File: src/rtl/dpsk_diff_demod_if.sv
`default_nettype none
// ============================================================================
//  Module      : dpsk_diff_demod_if
//  Description : Line-sample / decision bundle of the differential DPSK receiver.
//  Revision    : 1.0  initial release
// ============================================================================
interface dpsk_diff_demod_if;
   logic x;
   logic y;
   logic valid;
   logic erase;

   // master = line source and decision consumer, slave = demodulator
   modport master (output x, input y, input valid, input erase);
   modport slave  (input x, output y, output valid, output erase);
endinterface
`default_nettype wire

File: src/rtl/dpsk_diff_demod.sv
`default_nettype none
// ============================================================================
//  Module      : dpsk_diff_demod
//  Description : Phase-comparison DPSK receiver: XOR with the previous symbol,
//                integrate mismatches, majority decision at symbol end.
//                Optional erasure flag: define DPSK_DEMOD_ERASE_EN.
//  Revision    : 1.0  initial release
// ============================================================================
module dpsk_diff_demod #(
   parameter int SYM_LEN = 8,
   parameter int MARGIN  = 1
) (
   input  logic                 clk,
   input  logic                 start,
   dpsk_diff_demod_if.slave     bus
);

   localparam int c_kw = $clog2(SYM_LEN);
   localparam int c_aw = $clog2(SYM_LEN + 1);
   localparam logic [c_kw-1:0] c_last = c_kw'(SYM_LEN - 1);
   localparam logic [c_aw-1:0] c_half = c_aw'(SYM_LEN / 2);

   typedef enum logic [0:0] {
      ST_FIRST = 1'b0,
      ST_RUN   = 1'b1
   } state_t;

   if ((SYM_LEN < 4) || ((SYM_LEN % 2) != 0) || (MARGIN < 0) || (MARGIN > SYM_LEN / 2)) begin : g_bad_cfg
      $error("dpsk_diff_demod: unsupported SYM_LEN/MARGIN combination");
   end

   state_t             r_state;
   state_t             w_state_nxt;
   logic [c_kw-1:0]    r_k;
   logic [SYM_LEN-1:0] r_dly;
   logic [c_aw-1:0]    r_acc;
   logic               r_y;
   logic               r_valid;
   logic               r_erase;

   logic               w_d;
   logic               w_m;
   logic [c_aw-1:0]    w_tot;
   logic               w_sym_end;
   logic               w_dec;
   logic               w_erase_dec;
   logic               w_y_nxt;
   logic               w_valid_nxt;
   logic               w_erase_nxt;

   assign w_d       = r_dly[SYM_LEN-1];
   assign w_m       = bus.x ^ w_d;
   assign w_tot     = r_acc + {{(c_aw-1){1'b0}}, w_m};
   assign w_sym_end = (r_k == c_last);
   assign w_dec     = (w_tot > c_half);

`ifdef DPSK_DEMOD_ERASE_EN
   localparam int c_lo_i = SYM_LEN / 2 - MARGIN;
   localparam int c_hi_i = SYM_LEN / 2 + MARGIN;
   localparam logic [c_aw-1:0] c_lo = c_aw'(c_lo_i);
   localparam logic [c_aw-1:0] c_hi = c_aw'(c_hi_i);

   assign w_erase_dec = (w_tot >= c_lo) && (w_tot <= c_hi);
`else
   assign w_erase_dec = 1'b0;
`endif

   // Symbol timing, reference delay line and mismatch integrator
   always_ff @(posedge clk or negedge start) begin
      if (!start) begin
         r_k   <= '0;
         r_dly <= '0;
         r_acc <= '0;
      end else begin
         r_k   <= w_sym_end ? '0 : r_k + 1'b1;
         r_dly <= {r_dly[SYM_LEN-2:0], bus.x};
         r_acc <= w_sym_end ? '0 : w_tot;
      end
   end

   always_ff @(posedge clk or negedge start) begin
      if (!start) begin
         r_state <= ST_FIRST;
         r_y     <= 1'b0;
         r_valid <= 1'b0;
         r_erase <= 1'b0;
      end else begin
         r_state <= w_state_nxt;
         r_y     <= w_y_nxt;
         r_valid <= w_valid_nxt;
         r_erase <= w_erase_nxt;
      end
   end

   // The first symbol after reset is compared against the zeroed delay line,
   // so its decision is thrown away.
   always_comb begin
      w_state_nxt = r_state;
      w_y_nxt     = r_y;
      w_valid_nxt = 1'b0;
      w_erase_nxt = 1'b0;
      if (w_sym_end) begin
         case (r_state)
            ST_FIRST: begin
               w_state_nxt = ST_RUN;
            end
            ST_RUN: begin
               w_valid_nxt = 1'b1;
               w_y_nxt     = w_dec;
               w_erase_nxt = w_erase_dec;
            end
            default: begin
               w_state_nxt = ST_FIRST;
            end
         endcase
      end
   end

   assign bus.y     = r_y;
   assign bus.valid = r_valid;
   assign bus.erase = r_erase;

endmodule
`default_nettype wire

File: src/flat_wrapper.sv
// flat-port wrapper written by rule: the top's interface ports become plain ports
module dpsk_diff_demod_flat 
#(
   parameter int SYM_LEN = 8,
   parameter int MARGIN  = 1
)
  (clk, start, bus_x, bus_y, bus_valid, bus_erase);
  dpsk_diff_demod_if bus_i ();
  input  logic clk;
  input  logic start;
  input wire logic [$bits(bus_i.x)-1:0] bus_x;
  output wire logic [$bits(bus_i.y)-1:0] bus_y;
  output wire logic [$bits(bus_i.valid)-1:0] bus_valid;
  output wire logic [$bits(bus_i.erase)-1:0] bus_erase;
  assign bus_i.x = bus_x;
  assign bus_y = bus_i.y;
  assign bus_valid = bus_i.valid;
  assign bus_erase = bus_i.erase;
  dpsk_diff_demod #(.SYM_LEN(SYM_LEN), .MARGIN(MARGIN)) u_core (.clk(clk), .start(start), .bus(bus_i));
endmodule
File: config.mk
export PLATFORM = sky130hd
export DESIGN_NAME = dpsk_diff_demod_flat
export DESIGN_NICKNAME = d
export VERILOG_FILES = /design/src/rtl/dpsk_diff_demod_if.sv /design/src/rtl/dpsk_diff_demod.sv /design/src/flat_wrapper.sv
export SDC_FILE = /design/constraint.sdc
export NUM_CORES = 1
export LEC_CHECK = 0
export CORE_UTILIZATION = 40
export DETAILED_ROUTE_END_ITERATION = 7
export GPL_TIMING_DRIVEN = 0
export PLACE_DENSITY = 0.69
export SYNTH_ARGS = -nofsm -noshare
export SYNTH_HDL_FRONTEND = slang
export SYNTH_SLANG_ARGS = --single-unit
File: constraint.sdc
create_clock -name clk -period 1.4 [get_ports clk]
set_input_delay 0.21 -clock clk [delete_from_list [all_inputs] [get_ports clk]]
set_output_delay 0.21 -clock clk [all_outputs]
set_load 0.01 [all_outputs]
==> metrics.csv <==
metric;value;unit
status;finished, violations left;
violations;negative setup slack;
wl_per_cell;12.4;um
critPathRequiredTime;1.61;ns
drv_slew;0;
globalRouteTotalUtil;11.3;%
clock_sinks;18;
synthesis.area;627;um2
ys_types;14;
path_class;reg2reg;
portBuffers;4;
synth_top_area_cell;dfrtp_1;
drc;0;
drtAntennaViolNets;0;
io_pins;6;
htree_levels;1;
coreArea;1380;um2
cts_tree;done;
start_util;45.3;%
critPathMaxFanout;2;
clock_latency;0.28;ns
synth_top_family_by_area;simple AND/OR/NAND/NOR gates;
synth_mux_area_share;0;%
syn_inst;41;
nFillCells;119;
yosysTopAreaCellShare;71.9;%
maxSlewHeadroom;51.2;%
tightest_slew;0.729;ns
drtPass1Iterations;1;
syn_to_final_growth;17.0;%
grt_pass1_vias;330;
timing.final.setup_violations;1;
design_area;733;um2
setup_slack;-0.138;ns
grt_overflow_total;0;
ys.warnings.count;0;
grt_pass1_wl;1440;um
die_h;41.6;um
clockBufferDepth;2;
dieArea;1730;um2
fin_util;53.0;%
vias;307;
hold_path.class;in2reg;
fp-row-count;13;
synth.area.top_cells;dfrtp_1 72%, ha_1 8.0%, and2b_1 3.6%, nor2_1 3.0%, xor2_1 2.8%;
cellPowerDensity;1220;nW/um2
cts-buffers-inserted;3;
dieWidth;41.6;um
timing.fmax;650;MHz
drive_gt1_share;25.0;%
end_kind;register;
dpl-instance-area;701;um2
critPathLaunchType;register;
place_congestion;0.617;
synth_nets;48;
cts_setup_buffers;0;
irDropWorstVdd;0.647;mV
synth-seq-cells;18;
rsz0062_at_grt;true;
r2r_slack;-0.14;ns
synth_fa_ha_area_share;7.98;%
register_area;450;um2
fin_tns_setup;-0.138;ns
synth-simple-area-share;12.2;%
dp_hpwl;581;um
post-route-min-period;1.54;ns
clockRootBuffer;clkbuf_4;
min_period_over_period;110;%
nets;57;
via_per_inst;4.87;
power.leakage;0.000342;uW
clkTransAtPathRegs;0.09;ns
synth_xor_xnor_area_share;4.19;%
antenna_found_initial;0;
synth_compound_area_share;2.00;%
skew;0.00635;ns
grt_start_max_net_pins;19;
wl;782;um
hold_viol_final;0;
num_antenna_cells;0;
drv_cap;0;
synth_area_per_cell;15.3;um2
arrival;1.75;ns
first_iter_violations;0;
ys_seq_area_share;71.9;%
multiInputGateArea;196;um2
==> synth_stat cells <==
cell type and number:
o211ai_2 1, conb_1 1, nor2_1 5, or2_2 1, nand3_1 1, and2b_1 3, or3b_1 1, nand2b_1 1
buf_4 1, dfrtp_1 18, ha_1 4, xor2_1 2, and2_4 1, xnor2_1 1
==> cell families (layout without fill, tap and decap cells) <==
kind of cell	count (synthesis)	after routing
AOI/OAI and AO/OA	1	1
other	1	1
buffers and inverters	1	8
xor gates and xnor gates	3	3
DFF	18	18
and+or+nand+nor	13	13
adders and majority gates	4	4
==> flip-flops by register name, indices dropped and copies added (netlist names) <==
signal and count:
u_core.r_dly 8, u_core.r_acc 4, u_core.r_k 3, u_core.bus.valid 1, u_core.bus.y 1, u_core.r_state 1
==> final timing paths <==
kind	endpoint	startpoint	depth (start not counted)
setup / recovery	u_core.bus.y$_DFFE_PN0P_	u_core.r_dly[7]$_DFF_PN0_	6
hold / removal	u_core.r_dly[0]$_DFF_PN0_	bus_x	1
setup reg to reg	u_core.bus.y$_DFFE_PN0P_	u_core.r_dly[7]$_DFF_PN0_	6
hold reg to reg	u_core.r_dly[5]$_DFF_PN0_	u_core.r_dly[4]$_DFF_PN0_	0
max in group asynchronous	u_core.r_dly[7]$_DFF_PN0_	start	1
min in group asynchronous	u_core.r_dly[1]$_DFF_PN0_	start	1
==> cell type report <==
cell class	count	area share, %
clock buffer	3	3.07
timing repair buffer	4	5.12
sequential	18	61.4
multi-input combinational	22	26.8
buffer	1	1.02
tap	15	2.56
==> through the flow <==
stage	total power, uW	hold slack, ns	worst slack [ns]	instances
4_1_cts	911	0.219	-0.141	63
6_report	898	0.220	-0.138	63
2_1_floorplan	631	-0.0856	-0.0796	41
3_3_place_gp	678	0.334	-0.462	60
3_5_place_dp	687	0.336	-0.489	60
5_1_grt	952	0.218	-0.186	63
==> layer usage <==
metal	routed length [um]	global-route usage, %	up-vias
met3	29	3.48	4
met2	379	16.3	5
met1	354	13.8	154
met4	19	9.03	0
li1	-	-	144
met5	0	0	-
==> where the power goes <==
| group | leakage, uW | switching [uW] | internal (uW) |
|---|---|---|---|
| Sequential | 0.000220 | 13.5 | 548 |
| Combinational | 0.000108 | 53.7 | 49.6 |
| Clock | 0.0000138 | 133 | 99.7 |
==> worst max-delay path, cell delays in order, from the launching register on <==
cell	delay, ns
dfrtp_1	0.38
xor2_1	0.14
ha_2	0.21
ha_4	0.16
xnor2_2	0.13
or3b_4	0.40
o211ai_2	0.06
==> placed cells by master, fill, tap and decap left out <==
master	n
dfrtp_1	18
conb_1	1
and2b_1	3
xor2_1	2
ha_2	2
ha_4	1
and2_4	1
or2_2	1
nand3_1	1
o211ai_2	1
ha_1	1
or3b_4	1
clkdlybuf4s50_1	2
buf_4	1
clkbuf_4	3
xnor2_2	1
nand2b_1	1
nor2_1	5
dlygate4sd2_1	2
==> what timing repair did <==
action / in CTS / in global routing
setup endpoints to repair: 2 / 1
hold buffers: 0 / 0
cloned: 0 / 0
resized for setup: 2 / 3
pin swaps: 1 / 4
(Power assumes the default switching activity.)
